[config.mk]
export PLATFORM = sky130hd
export DESIGN_NAME = rom_add_sequencer
export DESIGN_NICKNAME = d
export VERILOG_FILES = /design/src/rtl/rom_add_sequencer_pkg.sv /design/src/rtl/rom_add_alu.sv /design/src/rtl/rom_add_sequencer.sv
export SDC_FILE = /design/constraint.sdc
export NUM_CORES = 1
export LEC_CHECK = 0
export CAP_MARGIN = 0
export CORE_ASPECT_RATIO = 1.75
export CORE_MARGIN = 2
export CORE_UTILIZATION = 27
export DETAILED_ROUTE_END_ITERATION = 7
export PLACE_DENSITY_LB_ADDON = 0.08
export SYNTH_ARGS = -nofsm -noshare
export SYNTH_HDL_FRONTEND = slang
export SYNTH_HIERARCHICAL = 1
export SYNTH_SLANG_ARGS = --single-unit
[constraint.sdc]
create_clock -name clk -period 4.25 [get_ports clk]
set_input_delay 0.85 -clock clk [delete_from_list [all_inputs] [get_ports clk]]
set_output_delay 0.85 -clock clk [all_outputs]
set_load 0.005 [all_outputs]
[src/rtl/rom_add_sequencer_pkg.sv]
// rom_add_sequencer_pkg: shared state encoding and default sizes for the ROM-add sequencer
package rom_add_sequencer_pkg;
    localparam int ADDR_W_DEF  = 3;
    localparam int DATA_W_DEF  = 8;
    localparam int ELEM_CYCLES = 4;
    typedef enum logic [2:0] {IDLE, RD1, RD2, ADD, WR, DONE} state_t;
endpackage

[src/rtl/rom_add_alu.sv]
// rom_add_alu: captures the first ROM operand and registers its sum with the second
// Ports: clk, rst (active-low async), cap_a (load op_a from rom_data),
//        do_add (load sum from op_a + rom_data), rom_data, sum (registered).
// Optional: ROM_ADD_SATURATE_EN clamps an overflowing sum to all-ones instead of wrapping.
module rom_add_alu #(
    parameter int DATA_W = 8
) (
    input  logic              clk,
    input  logic              rst,
    input  logic              cap_a,
    input  logic              do_add,
    input  logic [DATA_W-1:0] rom_data,
    output logic [DATA_W-1:0] sum
);
    logic [DATA_W-1:0] op_a, sum_n;
`ifdef ROM_ADD_SATURATE_EN
    logic [DATA_W:0] full;
    assign full  = {1'b0, op_a} + {1'b0, rom_data};
    assign sum_n = full[DATA_W] ? '1 : full[DATA_W-1:0];
`else
    assign sum_n = op_a + rom_data;
`endif
    always_ff @(posedge clk or negedge rst) begin
        if (!rst) begin
            op_a <= '0;
            sum  <= '0;
        end else begin
            if (cap_a) op_a <= rom_data;
            if (do_add) sum <= sum_n;
        end
    end
endmodule

[src/rtl/rom_add_sequencer.sv]
// rom_add_sequencer: walks N ROM operand pairs, adds them and writes the sums to RAM
// Ports: clk, rst (active-low async), start/count/base1/base2/base_ram (job request,
//        latched at start), rom_addr/rom_data (ROM read port, 1-cycle latency),
//        ram_addr/ram_we/ram_wdata (RAM write port), result (last sum written),
//        busy, done (one-cycle end-of-job pulse).
// Optional: ROM_ADD_SATURATE_EN (see rom_add_alu) saturates the sum.
module rom_add_sequencer
    import rom_add_sequencer_pkg::*;
#(
    parameter int ADDR_W = ADDR_W_DEF,
    parameter int DATA_W = DATA_W_DEF
) (
    input  logic              clk,
    input  logic              rst,
    input  logic              start,
    input  logic [ADDR_W:0]   count,
    input  logic [ADDR_W-1:0] base1,
    input  logic [ADDR_W-1:0] base2,
    input  logic [ADDR_W-1:0] base_ram,
    output logic [ADDR_W-1:0] rom_addr,
    input  logic [DATA_W-1:0] rom_data,
    output logic [ADDR_W-1:0] ram_addr,
    output logic              ram_we,
    output logic [DATA_W-1:0] ram_wdata,
    output logic [DATA_W-1:0] result,
    output logic              busy,
    output logic              done
);
    localparam logic [ADDR_W:0] MAX_CNT = (ADDR_W+1)'(1) << ADDR_W;
    state_t            state, nxt;
    logic [ADDR_W:0]   cnt_r;
    logic [ADDR_W-1:0] i_r, b1_r, b2_r, br_r, rom_addr_q, ram_addr_q;
    logic [DATA_W-1:0] sum_r, wdata_q, result_r;
    logic              last;
    assign last = {1'b0, i_r} == (cnt_r - 1'b1);
    always_comb begin
        nxt = state;
        case (state)
            IDLE:    nxt = !start ? IDLE : (count == '0) ? DONE : RD1;
            RD1:     nxt = RD2;
            RD2:     nxt = ADD;
            ADD:     nxt = WR;
            WR:      nxt = last ? DONE : RD1;
            default: nxt = IDLE;
        endcase
    end
    // Address/data outputs are decoded from state and fall back to a copy of
    // their previous value so they hold outside the phases that drive them.
    assign rom_addr  = (state == RD1) ? b1_r + i_r : (state == RD2) ? b2_r + i_r : rom_addr_q;
    assign ram_we    = state == WR;
    assign ram_addr  = ram_we ? br_r + i_r : ram_addr_q;
    assign ram_wdata = ram_we ? sum_r : wdata_q;
    assign result    = result_r;
    assign busy      = state != IDLE;
    assign done      = state == DONE;
    always_ff @(posedge clk or negedge rst) begin
        if (!rst) begin
            state      <= IDLE;
            cnt_r      <= '0;
            i_r        <= '0;
            b1_r       <= '0;
            b2_r       <= '0;
            br_r       <= '0;
            rom_addr_q <= '0;
            ram_addr_q <= '0;
            wdata_q    <= '0;
            result_r   <= '0;
        end else begin
            state      <= nxt;
            rom_addr_q <= rom_addr;
            ram_addr_q <= ram_addr;
            wdata_q    <= ram_wdata;
            if (state == IDLE && start && count != '0) begin
                cnt_r <= (count > MAX_CNT) ? MAX_CNT : count;
                b1_r  <= base1;
                b2_r  <= base2;
                br_r  <= base_ram;
                i_r   <= '0;
            end
            if (state == WR) begin
                result_r <= sum_r;
                if (!last) i_r <= i_r + 1'b1;
            end
        end
    end
    rom_add_alu #(.DATA_W(DATA_W)) u_alu (
        .clk      (clk),
        .rst      (rst),
        .cap_a    (state == RD2),
        .do_add   (state == ADD),
        .rom_data (rom_data),
        .sum      (sum_r)
    );
endmodule
== After elaboration in Yosys (flattened, before gate mapping) ==
Cells that the tools add are included.
W data, S select, Z words.

* Add/subtract/negate cells: 6
* Magnitude comparators: 1
* Equality and inequality tests: 6
* Mux-type cells: 12
* Reduce and logical (&&, ||, !) cells: 6

{| class="wikitable"
|+ Operators by type and width
! kind !! count
|-
| $mux W3 || 9
|-
| $pmux W3 S5 || 1
|-
| $add A3 B3 Y3 || 3
|-
| $add A8 B8 Y8 || 1
|-
| $mux W8 || 1
|-
| $eq A3 B2 Y1 const B || 2
|-
| $eq A3 B3 Y1 const B || 2
|-
| $eq A3 B4 Y1 || 1
|-
| $gt A4 B4 Y1 const B || 1
|-
| $logic_not A4 Y1 || 1
|-
| $mux W4 || 1
|-
| $reduce_bool A4 Y1 || 1
|-
| $sub A4 B1 Y4 const B || 1
|-
| $add A3 B1 Y3 const B || 1
|-
| $eq A3 B1 Y1 const B || 1
|-
| $logic_not A3 Y1 || 1
|-
| $reduce_bool A3 Y1 || 1
|-
| $logic_and A1 B1 Y1 || 2
|}

* Register bits: 57
* Input bits: 24
* Word-level logic and storage cells: 43

== Logic depth before layout (Yosys ltp) ==
* Word-level depth: 6
* Depth in mapped cells: 8
* Gate-level depth less buffers: 7

== Cells and area by module ==
The synthesis kept the hierarchy.

{| class="wikitable"
|+ By module, submodules not included
! module !! times used !! cells each !! area an instance (um2) !! sequential area each (um2)
|-
| rom_add_sequencer || 1 || 192 || 1901.8 || 1026.0
|-
| rom_add_alu || 1 || 89 || 959.7 || 400.4
|}

== Worst setup path after synthesis ==
OpenSTA, ideal clock, no wires.

* Path kind: reg2out
* From: reg i_r[0]
* To: out rom_addr[2]
* Data arrival time: 1.734 ns
* Required time: 3.400 ns
* Setup slack: 1.666 ns
* Stages on the path, launching flop included: 7
* Path buffers: 0
* Cells stage by stage: dfrtp_1 ha_1 fa_1 xor2_1 nor2b_1 a211oi_1 o32a_1

* Word-level cells in the longest chain between the ends: 3

{| class="wikitable"
|+ Ends and longest elaborated chain
! item !! line !! source
|-
| start, declared || rom_add_sequencer.sv:32 || <nowiki>logic [ADDR_W-1:0] i_r, b1_r, b2_r, br_r, rom_addr_q, ram_addr_q;</nowiki>
|-
| start signal, assigned || rom_add_sequencer.sv:82 || <nowiki>if (!last) i_r <= i_r + 1'b1;</nowiki>
|-
| $add A3 B3 Y3 || rom_add_sequencer.sv:49 || <nowiki>assign rom_addr = (state == RD1) ? b1_r + i_r : (state == RD2) ? b2_r + i_r : rom_addr_q;</nowiki>
|-
| $mux W3 || rom_add_sequencer.sv:49 ||
|-
| $mux W3 (*) || rom_add_sequencer.sv:49 ||
|-
| end, declared || rom_add_sequencer.sv:20 || <nowiki>output logic [ADDR_W-1:0] rom_addr,</nowiki>
|}

Every way passes the cells marked *; elsewhere a longest branch is shown, timed or not.

== Worst setup path in the final report ==
Ends and elaborated chain as after synthesis.

==> impl_results.md <==
* DIE AREA at 11500 µm²
* Drt initial violations at 120
* Cells after DPL at 451
* Hold WC Path Type: reg -> reg
* Clock latency at the later pin of the worst-skew pair at 0.33 ns
* CTS max path bufs at 2
* ANT cells at 0
* Post-CTS setup buffer count at 0
* First-pass GRT wire length at 11200 µm
* Clock Skews at 0.00741 ns
* #FFs+latches synth at 57
* Outcome: complete, no violations
* Final Cycle Share at 0.819
* Post-synthesis sequential area ratio at 0.498
* Vert. Die Dim at 140 µm
* Vias at 2175
* I/O pin count at 49
* Hold_buf cts at 0
* Peak VDD IR at 0.293 mV
* Post-synth EDFFs at 0
* Worst-path maximum fanout at 6
* Startpoint types: register
* Post-Syn Area per Cell at 10.2 µm²
* Req. time, crit path at 3.40 ns
* Fin Hold WS at 0.472 ns
* Core ar. at 10300 µm²
* FP Rows at 49
* Post-synth cell types at 54
* Final Wtd Congestion at 0.764
* Synth-to-Final Area Change at 31.4%
* Total track usage at 0.134
* MaxCap Viol Count at 0
* Root Buffer Master: clkbuf_16
* TritonCTS clock tree: built
* H-Tree Depth at 3
* Nets at 375
* Residual DRC at 0
* Initial antenna violation count at 0
* CP max stage cell: clkdlybuf4s50_1
* Critical path data arrival time at 2.63 ns
* CP Cell Sequence: ha_1 > fa_1 > xor2_1 > nor2b_1 > a211oi_1 > o32a_1 > clkdlybuf4s50_1
* Largest net degree at the start of global routing at 34
* Vias/cell at 4.66
* Pwr/cell area at 792 nW/µm²
* Final TNS setup at 0 ns
* CP bufs+invs at 1
* # resized after CTS at 0
* Worst setup EP type: output pin
* Yosys warns at 6
* Final hold violations at 0
* RSZ-0062 raised after global routing: false
* Die width at 81.8 µm
* Vias in the first global route at 2183
* Syn_nets at 321
* Placed Instance Area at 3480 µm²
* Max Freq at 287 MHz
* Asr flop ratio synth at 1.00
* CTS sink count at 57
* Synthesized instance count at 281
* CP Class: reg -> out
* Final Instance Area at 3760 µm²
* Critical path's top delay family: adder cells
* Final setup vio count at 0
* Tot Pwr at 2.98 mW
* Clk pin slew, worst setup/hold paths at 0.05 ns
* Layout fillers at 1084
* Leak Pwr at 1.73 nW
* Max-slew violations at 0
* Total routed wirelength at 7080 µm
* Antenna Violating Nets Remaining at 0
* Post-route insts no fill at 467
* Initial Util at 0.278
* Share of layout cells above drive strength 1 at 0.109
* First-pass DRT Iterations at 4
* Measured slew at the worst slew-check pin at 0.808 ns
* Drt wl/cell at 15.1 µm
* Buffers on Ports at 48
* Post-route minimum period at 3.48 ns
* Synth Cell Area at 2860 µm²
* Congestion Overflow GR at 0
* Top_reg_cell synth: dfrtp_1
* Slew headroom at 0.461
* Cts bufs inserted at 9
* Worst path max stage delay at 0.50 ns
* DPL Wire Length at 5370 µm
## metal layers
layer	part of all wire	global-route usage	up-vias	wire length (µm)
met2	0.57	0.243	32	4010
met1	0.38	0.142	1064	2700
met3	0.033	0.0348	9	232
met4	0.018	0.0553	0	130
met5	0	0	-	0
li1	-	-	1070	-
## report_power, final
group          internal [mW]  switching (mW)
logic                  0.688           0.654
registers              0.800           0.174
clock network          0.422           0.239
## worst min-delay path: cells and delay by family, from the launching register on
| kind | cells | cell delay, ns |
|---|---|---|
| flip-flops | 1 | 0.31 |
| AND/OR/NAND/NOR | 2 | 0.12 |
## metrics by stage
step,util,worst slack [ns]
after global routing,0.365,0.650
after detailed placement,0.338,1.09
after CTS,0.365,0.730
final,0.365,0.771
after floorplan,-,1.67
after global placement,0.338,1.12
## Yosys cell counts, types with 2 or more instances
| library cell | n | area (µm²) |
|---|---|---|
| clkbuf_1 | 2 | 7.51 |
| nor4_1 | 3 | 18.8 |
| nor2b_1 | 3 | 18.8 |
| o21a_1 | 3 | 22.5 |
| inv_1 | 18 | 67.6 |
| nand2b_1 | 3 | 18.8 |
| a211oi_1 | 4 | 30.0 |
| o211ai_1 | 2 | 15.0 |
| xor2_1 | 6 | 52.6 |
| inv_2 | 2 | 7.51 |
| dfrtp_1 | 57 | 1430 |
| a21o_1 | 2 | 15.0 |
| mux2_2 | 10 | 113 |
| ha_1 | 12 | 150 |
| and2_1 | 2 | 12.5 |
| fa_1 | 4 | 80.1 |
| buf_2 | 6 | 30.0 |
| o22a_1 | 3 | 26.3 |
| nor3_1 | 4 | 20.0 |
| nand2_1 | 75 | 282 |
| o21ai_1 | 4 | 20.0 |
| nand3_1 | 5 | 25.0 |
| a21oi_1 | 5 | 25.0 |
| nor2_1 | 8 | 30.0 |
| or3_1 | 2 | 12.5 |
| xnor2_1 | 3 | 26.3 |
| o2bb2ai_1 | 2 | 17.5 |
| o21ai_0 | 5 | 25.0 |
## state kept, by name, indices dropped and copies added (netlist names)
name	cells
result	8
u_alu/op_a	8
u_alu/sum	8
wdata_q	8
cnt_r	4
b1_r	3
b2_r	3
br_r	3
i_r	3
ram_addr_q	3
rom_addr_q	3
state	3
## placed cells by master (no fill, tap or decap), types with 4 or more instances in the layout
master / Yosys / layout
inv_1: 18 / 18
clkdlybuf4s50_1: 0 / 47
ha_1: 12 / 12
nor3_1: 4 / 4
a211oi_1: 4 / 4
mux2_2: 10 / 10
fa_1: 4 / 4
dfrtp_1: 57 / 57
xor2_1: 6 / 6
o21ai_1: 4 / 4
buf_4: 0 / 4
nand2_1: 75 / 75
clkbuf_16: 0 / 9
a21oi_1: 5 / 5
nor2_1: 8 / 8
o21ai_0: 5 / 5
nand3_1: 5 / 5
## kinds of logic after synthesis
kind of cell,after synthesis,share of synthesized area
adders and majority gates,16,0.0805
muxes,11,0.0429
AOI/OAI and AO/OA,47,0.126
and+or+nand+nor,111,0.175
DFF,57,0.498
xor gates and xnor gates,10,0.0354
buffers and inverters,29,0.0411
## cell type report
class                   instances  area, µm²  area share
repair buffers                 52        505       0.134
multi-input cells             195       1320       0.351
flip-flops and latches         57       1430       0.379
well taps                     127        159      0.0423
clock inverters                 3       15.0     0.00399
clock buffers                  13        260      0.0692
inverters                      20       75.1      0.0200
## path summary, 6_finish.rpt
| path | from | endpoint | slack (ns) | depth (start not counted) |
|---|---|---|---|---|
| hold reg to reg | wdata_q[0] | wdata_q[0] | 0.47 | 2 |
| setup / recovery | i_r[0] | rom_addr[2] | 0.77 | 7 |
| min in group asynchronous | rst | cnt_r[0] | 0.62 | 1 |
| max in group asynchronous | rst | ram_addr_q[0] | 2.78 | 2 |
| setup reg to reg | state[2] | i_r[2] | 2.13 | 4 |
| hold / removal | wdata_q[0] | wdata_q[0] | 0.47 | 2 |
Note: power is estimated with default switching activity, not from simulation.
